--- config.mk ---
export PLATFORM = sky130hd
export DESIGN_NAME = paddle_controller
export DESIGN_NICKNAME = d
export VERILOG_FILES = /design/src/rtl/game_pkg.sv /design/src/rtl/button_debounce.sv /design/src/rtl/paddle_controller.sv
export SDC_FILE = /design/constraint.sdc
export NUM_CORES = 1
export LEC_CHECK = 0
export ABC_AREA = 1
export CELL_PAD_IN_SITES_DETAIL_PLACEMENT = 1
export CELL_PAD_IN_SITES_GLOBAL_PLACEMENT = 2
export CORE_MARGIN = 2
export CORE_UTILIZATION = 39
export CTS_CLUSTER_DIAMETER = 60
export CTS_CLUSTER_SIZE = 20
export DETAILED_ROUTE_END_ITERATION = 10
export DONT_BUFFER_PORTS = 1
export HOLD_SLACK_MARGIN = 0.02
export MAX_ROUTING_LAYER = met4
export PLACE_DENSITY = 0.84
export SYNTH_ARGS = -nofsm -noshare
export SYNTH_HDL_FRONTEND = slang
export SYNTH_SLANG_ARGS = --single-unit
--- constraint.sdc ---
create_clock -name clk -period 3.6 [get_ports clk]
set_clock_uncertainty 0.05 [all_clocks]
set_input_delay 0.72 -clock clk [delete_from_list [all_inputs] [get_ports clk]]
set_output_delay 0.72 -clock clk [all_outputs]
set_load 0.02 [all_outputs]
--- src/rtl/game_pkg.sv ---
// Shared game constants and types for the paddle and enemy/collision logic.
package game_pkg;

  localparam int unsigned SCREEN_W = 640;
  localparam int unsigned SCREEN_H = 480;
  localparam int unsigned PADDLE_W = 50;
  localparam int unsigned Y_PADDLE = 440;
  localparam int unsigned X_MAX    = SCREEN_W - PADDLE_W;

  typedef logic [15:0] coord_t;

  typedef enum logic [1:0] {IDLE, MOVE_L, MOVE_R} paddle_state_t;

endpackage

--- src/rtl/button_debounce.sv ---
// Two-flop synchroniser followed by a stable-count debouncer for one raw push-button.
module button_debounce #(
  parameter int unsigned DEBOUNCE_CYCLES = 500000
) (
  input  logic clk_i,
  input  logic rst_i,
  input  logic btn_i,
  output logic level_o
);

  localparam int unsigned CntW = (DEBOUNCE_CYCLES > 1) ? $clog2(DEBOUNCE_CYCLES) : 1;

  logic            sync1_q, sync2_q;
  logic            level_q, level_d;
  logic [CntW-1:0] cnt_q, cnt_d;

  always_comb begin
    level_d = level_q;
    cnt_d   = '0;
    // The counter only runs while the synced input disagrees with the output.
    if (sync2_q != level_q) begin
      if (cnt_q == CntW'(DEBOUNCE_CYCLES - 1)) begin
        level_d = sync2_q;
      end else begin
        cnt_d = cnt_q + 1'b1;
      end
    end
  end

  always_ff @(posedge clk_i) begin
    if (rst_i) begin
      sync1_q <= 1'b0;
      sync2_q <= 1'b0;
      level_q <= 1'b0;
      cnt_q   <= '0;
    end else begin
      sync1_q <= btn_i;
      sync2_q <= sync1_q;
      level_q <= level_d;
      cnt_q   <= cnt_d;
    end
  end

  assign level_o = level_q;

endmodule

--- src/rtl/paddle_controller.sv ---
// Turns two raw player buttons into a clamped, tick-paced, accelerating paddle position.
module paddle_controller
  import game_pkg::*;
#(
  parameter int unsigned DEBOUNCE_CYCLES = 500000,
  parameter int unsigned TICK_CYCLES     = 250000,
  parameter int unsigned STEP_SLOW       = 1,
  parameter int unsigned STEP_FAST       = 4,
  parameter int unsigned RAMP_TICKS      = 8,
  parameter int unsigned X_RESET         = 295
) (
  input  logic   clk,
  input  logic   rst,
  input  logic   btn_left,
  input  logic   btn_right,
  input  logic   enable,
  output coord_t x_paddle1,
  output coord_t y_paddle1,
  output logic   moving
);

  localparam int unsigned TickW = (TICK_CYCLES > 1) ? $clog2(TICK_CYCLES) : 1;
  localparam int unsigned HoldW = $clog2(RAMP_TICKS + 1);

  logic             lvl_l, lvl_r;
  logic [TickW-1:0] tick_cnt_q, tick_cnt_d;
  logic             tick;
  paddle_state_t    state_q, state_d;
  logic [HoldW-1:0] hold_q, hold_d;
  coord_t           x_q, x_d;
  coord_t           step;
  logic [16:0]      sum_r;

  button_debounce #(.DEBOUNCE_CYCLES(DEBOUNCE_CYCLES)) u_deb_left (
    .clk_i   (clk),
    .rst_i   (rst),
    .btn_i   (btn_left),
    .level_o (lvl_l)
  );

  button_debounce #(.DEBOUNCE_CYCLES(DEBOUNCE_CYCLES)) u_deb_right (
    .clk_i   (clk),
    .rst_i   (rst),
    .btn_i   (btn_right),
    .level_o (lvl_r)
  );

  assign tick       = (tick_cnt_q == TickW'(TICK_CYCLES - 1));
  assign tick_cnt_d = tick ? '0 : tick_cnt_q + 1'b1;

  always_comb begin
    state_d = IDLE;
    if (enable && (lvl_l != lvl_r)) begin
      state_d = lvl_l ? MOVE_L : MOVE_R;
    end
  end

  always_comb begin
    hold_d = hold_q;
    // A direction change wins over a coincident tick.
    if ((state_d != state_q) || (state_q == IDLE)) begin
      hold_d = '0;
    end else if (tick && (hold_q < HoldW'(RAMP_TICKS))) begin
      hold_d = hold_q + 1'b1;
    end
  end

  always_comb begin
    step  = (hold_q < HoldW'(RAMP_TICKS)) ? coord_t'(STEP_SLOW) : coord_t'(STEP_FAST);
    sum_r = {1'b0, x_q} + {1'b0, step};
    x_d   = x_q;
    if (tick && enable) begin
      unique case (state_q)
        MOVE_L:  x_d = (x_q < step) ? '0 : x_q - step;
        MOVE_R:  x_d = (sum_r > 17'(X_MAX)) ? coord_t'(X_MAX) : sum_r[15:0];
        default: x_d = x_q;
      endcase
    end
  end

  always_ff @(posedge clk) begin
    if (rst) begin
      tick_cnt_q <= '0;
      state_q    <= IDLE;
      hold_q     <= '0;
      x_q        <= coord_t'(X_RESET);
    end else begin
      tick_cnt_q <= tick_cnt_d;
      state_q    <= state_d;
      hold_q     <= hold_d;
      x_q        <= x_d;
    end
  end

  assign x_paddle1 = x_q;
  assign y_paddle1 = coord_t'(Y_PADDLE);
  assign moving    = (state_q == MOVE_L) || (state_q == MOVE_R);

endmodule

==> impl_results.md, run 1 <==
* Status: complete, no violations
* CTS Hold Bufs at 0
* PortBufs at 0
* F_max at 387 MHz
* Layout cells sized above 1 at 5.74%
* Post-synth EDFFs at 0
* Vias in the first global route at around 4.5k
* Yosys cell types at 42
* Area leader, netlist: dfxtp_1
* Setup tns final at 0 ns
* Share of synthesized registers carrying an async set or reset at 0%
* Finished Core Util at about 42%
* Most instantiated cells after synthesis: 143 x nand2_1, 112 x inv_1, 101 x nor2_1
* DRT Pass-1 Iters at 4
* N_diodes at 0
* Min-delay worst type: register to register
* Sink Count at 84
* First-pass GRT wire length at between 20000 and 25000 um
* CTS root buf: clkbuf_16
* Post-Syn Instances at 736
* Final Hold Viols at 0
* Synth top area share at 33.9%
* Clk_lat worst skew at approximately 0.35 ns
* Largest net degree at the start of global routing at 18
* Worst Max-Slew Pin Slew at a little over 0.6 ns
* WS Path Type: register to register
* Yosys reg bits at 84
* Crit path launch type: register
* Maximum vdd drop at 247 uV
* Via-to-Cell Ratio at 4.96
* Most frequent cell after synthesis: nand2_1
* Initial DRC count at 190
* Final setup fails at 0
* Unrepaired setup endpoints after global routing: no
* Cts repair resizes at 0
* Die H at 117 um
* Post-CTS Setup Bufs at 0
* Detailed-route wire length at 12900 um
* Max-cap check violation count at 0
* Min cycle time layout at 2.58 ns
* Final Non-Filler Cells at 904
* Antenna violations before repair at 0
* Core Rows at between 40 and 50
* Routed WL per cell at ~14 um
* Global route total overflow at 0
* Fillers at 1683
* Layout Nets at 746
* DIE AREA at 0.0136 mm^2
* Chip Width at between 100 and 150 um
* Post-Syn Area at 0.00496 mm^2
* Num CTS Buffers at 9
* DRT antenna net count at 0
* CTS H-tree depth at 3
* Tcrit/Tclk final at 71.8%
* HPWL Detailed at 9980 um
* Worst Path Required at 3.80 ns
* Crit path max fanout at 7
* Initial Util at 39.6%
* Max-slew violations at 0
* Gr usage total at 20.9%
* CTS tree: built
* Top cells by area, synth: dfxtp_1 34%, nand2_1 11%, inv_1 8.5%
* # DRC at 0
* P&R area growth vs syn at 6.39%
* Syn. warnings at 0
* Post-synth top flop: dfxtp_1
* Clock buffer depth at 2
* Gpl congestion at ~0.86
* Vias at 4486
* Critical path capture point type: register
* Leak Pwr at 0.00203 uW
* Sequential area share after synthesis at between 30% and 40%
* Cell count after placement at 890
* Num ports at 38
* Power Density at 349 mW/mm^2
* Max_slew headroom at between 50% and 60%
* Core area at 0.0125 mm^2
* Syn Area/Cell at slightly below 7 um^2
* Worst-path clk slew at roughly 0.060 ns
* Arrival time at the worst endpoint at 2.78 ns
## area by class of cell
| type | instances | area [um^2] | area share, % |
|---|---|---|---|
| multi-input combinational | 519 | 2680 | 50.7 |
| sequential | 84 | 1680 | 31.9 |
| inverter | 114 | 428 | 8.11 |
| clock buffer | 10 | 239 | 4.53 |
| tap | 172 | 215 | 4.08 |
| clock inverter | 4 | 26.3 | 0.498 |
| timing repair buffer | 1 | 7.51 | 0.142 |
## layout by cell type, fill, tap and decap left out, drive strengths merged, types with 2 or more instances in the layout
master / count
a21oi: 47
a31oi: 4
clkbuf: 10
clkinv: 2
conb: 16
dfxtp: 84
ha: 12
inv: 115
nand2: 149
nand3: 49
nand4: 15
nor2: 104
nor3: 28
nor3b: 5
nor4: 12
o21a: 3
o21ai: 33
o22ai: 2
or2: 3
xnor2: 3
xor2: 29
## path summary, 6_finish.rpt
kind	startpoint	end	slack, ns	depth (start not counted)
worst max-delay path	x_paddle1[2]	x_paddle1[3]	1.02	13
worst min-delay path	u_deb_right.sync1_q	u_deb_right.sync2_q	0.35	2
worst max register to register	x_paddle1[2]	x_paddle1[3]	1.02	13
worst min register to register	u_deb_right.sync1_q	u_deb_right.sync2_q	0.35	2
## per-layer routing
metal | up-vias | track usage [%] | wire [um]
met1 | 2117 | 24.6 | 6010
met4 | 0 | 8.55 | 281
met2 | 51 | 34.5 | 6160
met5 | - | - | 0
li1 | 2297 | - | -
met3 | 21 | 4.57 | 469
## sequential cells by signal (all words and copies together), names as in the netlist
register             cells
u_deb_right.sync1_q      1
u_deb_right.sync2_q      1
hold_q                   4
tick_cnt_q              18
u_deb_left.sync1_q       1
u_deb_left.cnt_q        19
x_paddle1               16
u_deb_right.level_o      1
state_q                  2
u_deb_left.sync2_q       1
u_deb_right.cnt_q       19
u_deb_left.level_o       1
## cell families after synthesis
group,after synthesis,synth area share (%)
xor+xnor,32,5.65
compound gates,90,9.52
fa+ha+maj,12,3.03
simple gates,369,34.6
flops,84,33.9
buf+inv,147,13.1
other cells,2,0.151
## critical path, cell delays in order (launching register included)
cell	delay, ns
dfxtp_1	0.52
ha_1	0.36
inv_2	0.10
nand3_1	0.11
nand2_2	0.20
nand2_2	0.14
xor2_1	0.31
nand3_1	0.14
nor2_1	0.10
nand2_1	0.10
nand3_2	0.14
nand3_1	0.10
nand2_1	0.08
inv_1	0.04
## metrics by stage
step                      worst slack [ns]  hold slack [ns]  cell area (um^2)  power, uW
after floorplan                       1.52            0.338              5010       1010
after global placement               0.995            0.342              5010        994
after detailed placement              1.02            0.347              5010        995
after CTS                             1.00            0.351              5270       1870
after global routing                 0.751            0.364              5270       1910
final                                 1.02            0.347              5270       1840
## power breakdown
part | total, uW | switching, uW | internal [uW]
logic | 36.5 | 30.6 | 5.83
clock network | 865 | 386 | 478
registers | 938 | 3.11 | 935
No activity file was read; power rests on OpenSTA's default activity.
==> run 2, diff against run 1 <==
--- a/config.mk
+++ b/config.mk
@@ -9,14 +9,14 @@
 export CELL_PAD_IN_SITES_DETAIL_PLACEMENT = 1
 export CELL_PAD_IN_SITES_GLOBAL_PLACEMENT = 2
 export CORE_MARGIN = 2
-export CORE_UTILIZATION = 39
+export CORE_UTILIZATION = 36
 export CTS_CLUSTER_DIAMETER = 60
 export CTS_CLUSTER_SIZE = 20
 export DETAILED_ROUTE_END_ITERATION = 10
 export DONT_BUFFER_PORTS = 1
 export HOLD_SLACK_MARGIN = 0.02
 export MAX_ROUTING_LAYER = met4
-export PLACE_DENSITY = 0.84
+export PLACE_DENSITY = 0.78
 export SYNTH_ARGS = -nofsm -noshare
 export SYNTH_HDL_FRONTEND = slang
 export SYNTH_SLANG_ARGS = --single-unit
==> constraint.sdc (replaced) <==
create_clock -name clk -period 2.47 [get_ports clk]
set_clock_uncertainty 0.05 [all_clocks]
set_input_delay 0.494 -clock clk [delete_from_list [all_inputs] [get_ports clk]]
set_output_delay 0.494 -clock clk [all_outputs]
set_load 0.02 [all_outputs]
==> impl_results.md, run 2 (synthesis results as in run 1) <==
* Max-cap check violation count at 0
* DP Worst Slack at 0.00601 ns
* Die H at roughly 120 um
* DIE AREA at 0.0147 mm^2
* Maximum vdd drop at ~290 uV
* CTS root buf: clkbuf_16
* Met3 usage at 3.29%
* Final Hold Viols at 0
* Clock network power share at 47.4%
* PortBufs at 0
* Layout Nets at between 700 and 800
* Clk_lat worst skew at 0.35 ns
* Final setup fails at 0
* Finished Core Util at between 40 and 50%
* Via-to-Cell Ratio at approximately 4.9
* First-pass GRT wire length at approximately 22000 um
* Cell area after layout at 0.00547 mm^2
* Clock buffer depth at 2
* Area after DPL at 0.00513 mm^2
* Top Registers: u_deb_left.cnt_q (19), u_deb_right.cnt_q (19), tick_cnt_q (18)
* GRT busiest layer: met2
* DRT Pass-1 Iters at 4
* Tcrit/Tclk final at 93.8%
* Crit path launch type: register
* Setup ws final at 0.154 ns
* Status: complete, no violations
* M2 GR Usage at between 30% and 40%
* Worst Max-Slew Pin Slew at approximately 0.54 ns
* Vias at 4519
* CTS H-tree depth at 3
* Num CTS Buffers at 9
* Met1 Use GR at ~23%
* Largest net degree at the start of global routing at 18
* Crit path max fanout at 7
* Antenna violations before repair at 0
* Worst Path Required at 2.67 ns
* P_sw at 641 uW
* Worst-path clk slew at 0.07 ns
* # DRC at 0
* CTS tree: built
* Layout cells sized above 1 at 9.33%
* HPWL Detailed at 10100 um
* Gpl congestion at 0.850
* Initial Util at 37.1%
* Core Rows at 42
* F_max at 432 MHz
* Global route total overflow at 0
* Routed WL per cell at about 14 um
* Comb power frac at 2.0%
* WS Path Type: register to register
* Num ports at 38
* Min cycle time layout at 2.32 ns
* Core area at 0.0133 mm^2
* Leak Pwr at 0.00211 uW
* Most frequent cells in the layout: 140 x nand2_1, 110 x inv_1, 100 x nor2_1, 84 x dfxtp_1, 47 x nand3_1
* Sink Count at 84
* Sw Share at 23.7%
* Reg power frac at 50.6%
* P&R area growth vs syn at 10.3%
* Setup tns final at 0 ns
* DRT antenna net count at 0
* Gr usage total at 19.4%
* Power Density at around 490 mW/mm^2
* N_diodes at 0
* Vias in the first global route at ~4.6k
* Max_slew headroom at 63.6%
* Initial DRC count at roughly 170
* Internal power at 2060 uW
* Min-delay worst type: input pin to register
* Chip Width at 121 um
* Unrepaired setup endpoints after global routing: no
* Detailed-route wire length at 12900 um
* Arrival time at the worst endpoint at 2.52 ns
* Commonest non-fill, non-tap cell in the layout: nand2_1
* Max-slew violations at 0
* Critical path capture point type: register
-- run 2: final timing paths --
path                 startpoint             endpoint  slack [ns]  cells past startpoint
max                   hold_q[3]         x_paddle1[6]        0.15                     14
min                         rst  u_deb_right.sync1_q        0.16                      1
max reg2reg           hold_q[3]         x_paddle1[6]        0.15                     14
min reg2reg  u_deb_left.sync1_q   u_deb_left.sync2_q        0.35                      2
-- run 2: cell type report --
type / instances / area (um^2)
Timing Repair Buffer: 17 / 128
Inverter: 114 / 432
Tap cell: 176 / 220
Multi-Input combinational cell: 519 / 2730
Clock buffer: 10 / 229
Fill cell: 1766 / 7880
Clock inverter: 6 / 47.5
Sequential cell: 84 / 1680
-- run 2: power groups by stage --
stage	registers (uW)	clock network (uW)	logic [uW]
3_5_place_dp	1400	0	54.5
6_report	1370	1280	54.3
4_1_cts	1370	1330	54.7
2_1_floorplan	1400	0	69.7
3_3_place_gp	1400	0	53.4
5_1_grt	1370	1390	63.1
-- run 2: what timing repair did --
item                                    CTS  global route
gates resized for setup                   1            16
buffers inserted                          0             0
endpoints found under the setup margin    1            15
hold buffers                              0             0
endpoints found under the hold margin     0             0
-- run 2: per-layer routing --
layer	routed length [um]	part of all wire, %
met3	295	2.3
met1	5980	46
met4	206	1.6
met5	0	0
met2	6410	50
-- run 2: stage by stage --
step | std cells | hold WS [ns] | power, uW
final | 926 | 0.156 | 2700
after global routing | 926 | 0.145 | 2820
after CTS | 926 | 0.141 | 2750
after detailed placement | 910 | 0.346 | 1450
after global placement | 910 | 0.348 | 1450
after floorplan | 750 | 0.338 | 1470
-- run 2: worst max-delay path, cell delays in order, from the launching register on --
cell	delay, ns
dfxtp_1	0.37
inv_2	0.08
ha_2	0.39
inv_2	0.07
nand3_1	0.13
nand2_4	0.11
nand2_2	0.13
xor2_1	0.23
nand3_1	0.11
nor2_1	0.10
nand2_1	0.10
nand3_2	0.14
nand3_1	0.10
nand2_1	0.09
inv_1	0.04
